===== config.mk =====
export PLATFORM = sky130hd
export DESIGN_NAME = frame_fifo_reader
export DESIGN_NICKNAME = d
export VERILOG_FILES = /design/src/rtl/frame_fifo_reader.sv
export SDC_FILE = /design/constraint.sdc
export NUM_CORES = 1
export LEC_CHECK = 0
export CAP_MARGIN = 40
export CORE_ASPECT_RATIO = 1.5
export CORE_UTILIZATION = 32
export DETAILED_ROUTE_END_ITERATION = 7
export GPL_TIMING_DRIVEN = 1
export PLACE_DENSITY = 0.57
export SLEW_MARGIN = 10
export SYNTH_ARGS = -nofsm -noshare
export SYNTH_HDL_FRONTEND = slang
export SYNTH_SLANG_ARGS = --single-unit

===== constraint.sdc =====
create_clock -name clk_i -period 6.02 [get_ports clk_i]
set_input_delay 0.903 -clock clk_i [delete_from_list [all_inputs] [get_ports clk_i]]
set_output_delay 0.903 -clock clk_i [all_outputs]
set_load 0.05 [all_outputs]

===== src/rtl/frame_fifo_reader.sv =====
// Pops {last,data} from a non-FWFT frame FIFO into a 2-deep skid buffer driving a valid/ready stream; over-long frames are truncated and drained.
// Read-to-valid latency 2 cycles, full rate under tready; statistics counters exist only with FRAME_FIFO_READER_STATS_EN.
module frame_fifo_reader #(
  parameter int P_DATA_WIDTH = 32,
  parameter int P_MAX_WORDS  = 380,
  parameter int P_CNT_WIDTH  = 32
) (
  input  logic                    clk_i,
  input  logic                    rstn_i,
  output logic                    fifo_rd_o,
  input  logic [P_DATA_WIDTH:0]   fifo_data_i,
  input  logic                    fifo_empty_i,
  output logic [P_DATA_WIDTH-1:0] tdata_o,
  output logic                    tlast_o,
  output logic                    tvalid_o,
  input  logic                    tready_i,
  output logic                    frame_err_o,
  output logic [P_CNT_WIDTH-1:0]  frame_cnt_o,
  output logic [P_CNT_WIDTH-1:0]  err_cnt_o
);

  localparam int                  LP_WCNT_W    = $clog2(P_MAX_WORDS);
  localparam logic [LP_WCNT_W-1:0] LP_WCNT_LAST = LP_WCNT_W'(P_MAX_WORDS - 1);

  typedef enum logic [1:0] {S_IDLE, S_FRAME, S_DROP} state_t;

  state_t                r_state;
  state_t                w_state_nxt;
  logic [P_DATA_WIDTH:0] r_buf0;
  logic [P_DATA_WIDTH:0] r_buf1;
  logic [1:0]            r_cnt;
  logic                  r_inflt;
  logic [LP_WCNT_W-1:0]  r_wcnt;
  logic                  w_head_vld;
  logic                  w_head_last;
  logic                  w_force;
  logic                  w_acc;
  logic                  w_pop;
  logic [2:0]            w_occ;

  assign w_head_vld  = (r_cnt != 2'd0);
  assign w_head_last = r_buf0[P_DATA_WIDTH];
  assign tdata_o     = r_buf0[P_DATA_WIDTH-1:0];

  always_ff @(posedge clk_i) begin
    if (!rstn_i) r_state <= S_IDLE;
    else         r_state <= w_state_nxt;
  end

  always_comb begin
    w_state_nxt = r_state;
    tvalid_o    = 1'b0;
    w_force     = 1'b0;
    w_pop       = 1'b0;
    case (r_state)
      S_IDLE: begin
        tvalid_o = w_head_vld;
        if (tvalid_o && tready_i && !w_head_last) w_state_nxt = S_FRAME;
      end
      S_FRAME: begin
        tvalid_o = w_head_vld;
        // Forced last depends only on the head and wcnt, so it holds steady while stalled.
        w_force  = w_head_vld && (r_wcnt == LP_WCNT_LAST) && !w_head_last;
        if (tvalid_o && tready_i && (w_head_last || w_force))
          w_state_nxt = w_force ? S_DROP : S_IDLE;
      end
      S_DROP: begin
        w_pop = w_head_vld;
        if (w_head_vld && w_head_last) w_state_nxt = S_IDLE;
      end
      default: w_state_nxt = S_IDLE;
    endcase
    w_acc       = tvalid_o & tready_i;
    w_pop       = w_pop | w_acc;
    tlast_o     = tvalid_o & (w_head_last | w_force);
    frame_err_o = w_acc & w_force;
    w_occ       = {1'b0, r_cnt} + {2'b00, r_inflt} - {2'b00, w_pop};
    fifo_rd_o   = rstn_i & ~fifo_empty_i & (w_occ < 3'd2);
  end

  // Head is always r_buf0; r_buf1 shifts down on a pop.
  always_ff @(posedge clk_i) begin
    if (!rstn_i) begin
      r_buf0  <= '0;
      r_buf1  <= '0;
      r_cnt   <= 2'd0;
      r_inflt <= 1'b0;
    end else begin
      r_inflt <= fifo_rd_o;
      case ({w_pop, r_inflt})
        2'b10: begin
          r_buf0 <= r_buf1;
          r_cnt  <= r_cnt - 2'd1;
        end
        2'b01: begin
          if (r_cnt == 2'd0) r_buf0 <= fifo_data_i;
          else               r_buf1 <= fifo_data_i;
          r_cnt <= r_cnt + 2'd1;
        end
        2'b11: begin
          if (r_cnt == 2'd1) begin
            r_buf0 <= fifo_data_i;
          end else begin
            r_buf0 <= r_buf1;
            r_buf1 <= fifo_data_i;
          end
        end
        default: ;
      endcase
    end
  end

  always_ff @(posedge clk_i) begin
    if (!rstn_i)    r_wcnt <= '0;
    else if (w_acc) r_wcnt <= tlast_o ? '0 : r_wcnt + LP_WCNT_W'(1);
  end

`ifdef FRAME_FIFO_READER_STATS_EN
  logic [P_CNT_WIDTH-1:0] r_frame_cnt;
  logic [P_CNT_WIDTH-1:0] r_err_cnt;

  always_ff @(posedge clk_i) begin
    if (!rstn_i) begin
      r_frame_cnt <= '0;
      r_err_cnt   <= '0;
    end else begin
      if (w_acc && tlast_o) r_frame_cnt <= r_frame_cnt + P_CNT_WIDTH'(1);
      if (frame_err_o)      r_err_cnt   <= r_err_cnt + P_CNT_WIDTH'(1);
    end
  end

  assign frame_cnt_o = r_frame_cnt;
  assign err_cnt_o   = r_err_cnt;
`else
  assign frame_cnt_o = '0;
  assign err_cnt_o   = '0;
`endif

endmodule


==> out/results.ini <==
[floorplanning]
io_pins = 137
rows = 51
start_util = 0.330
core_um2 = 13000
die_h_um = 144
die_w_um = 96.6
die_area_um2 = 13900

[worst_setup_path]
required_ns = 5.12
timing.rr.start = r_cnt[1]$_SDFFE_PN0N_
startpoint_type = primary input
r2r_cells = 9
r2r_slack_ns = 2.82
crit_path_end_kind = primary output
cp_max_fo = 6
r2r-end = r_buf0[12]$_SDFFE_PN0P_
critPathKind = in -> out
arrival_ns = 3.86

[layout]
stdcell_area_um2 = 5010
num_antenna_cells = 0
drive_above_1_share = 0.119
finalNetCount = 561
area_growth_pct = 16.6
fin_cells = 680
final_cell_mix = 80 x dfxtp_1, 77 x nand2_1, 72 x clkdlybuf4s50_1
mostFrequentLayoutCell = dfxtp_1

[drt]
remaining_drc_errors = 0
dr.pass1.iters = 4
vias_per_cell = 4.61
wire_per_inst_um = 13.3
drt-total-wl_mm = 9.06
num_vias = 3134
drt_iter0_drc = 148
ant_nets = 0

[sta]
finalWorstSetupSlack_ns = 1.25
drv_slew = 0
fin_skew_ns = 0.00883
min_period_ns = 4.77
worst_pin_slew_ns = 0.704
setup-violations-final = 0
finalCritPeriodShare = 0.792
max_freq_mhz = 210
fin_hold_ws_ns = 0.452
hold_violations = 0
max_slew_margin = 0.530
finalSetupTns_ns = 0
rsz0062_at_grt = no

[clocking]
cts_tree = built
cts_inserted_buffers = 9
cts-root-buf = clkbuf_16
clkTransAtPathRegs_ns = 0.05
holdBufCountCts = 0
htree_levels = 3
ctsResizeCount = 0
clock-sinks = 80
cts_setup_buffers = 0
cts_buffer_depth = 2
worstSkewPairLatency_ns = 0.33

[hold_path]
hold_end = r_buf1[14]$_SDFFE_PN0P_
hp-start = r_buf1[14]$_SDFFE_PN0P_
whs_path_depth = 2
min_path_type = reg -> reg

[global_route]
grt_max_degree = 51
grt_pass1_wl_mm = 14.5
overflow = 0
grt_antenna_before_repair = 0
grt_use_total = 0.139
grt_pass1_vias = 2916

[logic_synthesis]
synth_seq_area_share = 0.373
synth_cells = 488
synthArstFlopShare = 0
avgSynthCellArea_um2 = 8.80
synth-warning-count = 0
ys_seq_elements = 80
ys_types = 41
synth_edf_count = 0
ys.flop_type = dfxtp_1
syn-cell-area_um2 = 4300

[power_and_ir_drop]
power.leakage_uw = 0.00182
peakVddDrop_mv = 0.317
p_per_area_nw_per_um2 = 600

[place]
hpwl_mm = 6.11
post-place-ws_ns = 1.22
gp_congestion = 0.740
portBuffers = 72
dp_cells = 664
dpl_cell_area_um2 = 4690

[outcome]
status = complete, no violations

[flow_run]
cap_violations = 0

[per-stage QoR]
step / power (uW) / utilization
after global placement: 2390 / 0.356
final: 3000 / 0.385
after floorplan: 2210 / -
after detailed placement: 2450 / 0.360
after CTS: 3050 / 0.385
after global routing: 3200 / 0.385
[cells by family (layout without fill, tap and decap cells)]
group | after synthesis | after routing | share of synthesized area
buf+inv | 131 | 101 | 0.210
other cells | 1 | 64 | 0.000873
mux | 2 | 2 | 0.00553
compound gates | 110 | 110 | 0.216
simple gates | 147 | 147 | 0.151
xor+xnor | 9 | 9 | 0.0183
fa+ha+maj | 8 | 8 | 0.0251
flops | 80 | 80 | 0.373
[flip-flops by register name (all words and copies together) (netlist names)]
name,count
r_wcnt,9
r_cnt,2
r_inflt,1
r_state,2
r_buf0,33
r_buf1,33
[layer usage]
layer / share of wire / track usage / wire, um / up-vias
met3: 0.051 / 0.0344 / 462 / 13
met5: 0 / 0 / 0 / -
met4: 0.018 / 0.0604 / 159 / 0
met2: 0.49 / 0.226 / 4450 / 107
li1: - / - / - / 1551
met1: 0.44 / 0.170 / 3990 / 1463
[synth_stat cells (2+ instances only)]
master,n,share of area
buf_4,103,0.18
dfxtp_1,80,0.37
nand2_1,77,0.067
nor2_1,45,0.039
a21oi_1,37,0.043
a22oi_1,33,0.058
a211oi_2,30,0.087
buf_2,10,0.012
clkbuf_1,9,0.0079
ha_1,7,0.020
inv_1,6,0.0052
nor3_1,5,0.0058
xor2_1,5,0.010
nand2b_1,4,0.0058
xnor2_1,4,0.0082
a211oi_1,3,0.0052
nand3_1,3,0.0035
and3_1,2,0.0029
and4_1,2,0.0041
and4bb_2,2,0.0058
[worst max-delay path, stage by stage]
cell and delay [ns]:
clkdlybuf4s50_1 0.56, nand2b_1 0.08, a21oi_1 0.24, ha_1 0.31, nand2b_1 0.19, fa_1 0.39
xor2_1 0.17, nor3_1 0.18, clkdlybuf4s50_1 0.83
[power breakdown]
part	switching (uW)	internal [uW]	total, uW
combinational	1080	532	1610
clock	209	372	581
sequential	104	711	815
[worst max path at each step]
stage,from,endpoint,slack (ns),cells past startpoint
after floorplan,tready_i,fifo_rd_o,1.88,7
after CTS,tready_i,fifo_rd_o,1.23,9
final,tready_i,fifo_rd_o,1.25,9
after detailed placement,tready_i,fifo_rd_o,1.22,9
after global placement,tready_i,fifo_rd_o,1.32,9
after global routing,tready_i,fifo_rd_o,1.07,9
[cell type report]
cell class / count / area (um^2)
Fill cell: 1322 / 8010
Multi-Input combinational cell: 340 / 2050
Sequential cell: 80 / 1600
Timing Repair Buffer: 78 / 806
Clock buffer: 10 / 239
Tap cell: 159 / 199
Clock inverter: 6 / 82.6
Inverter: 7 / 26.3
(Power assumes the default switching activity.)
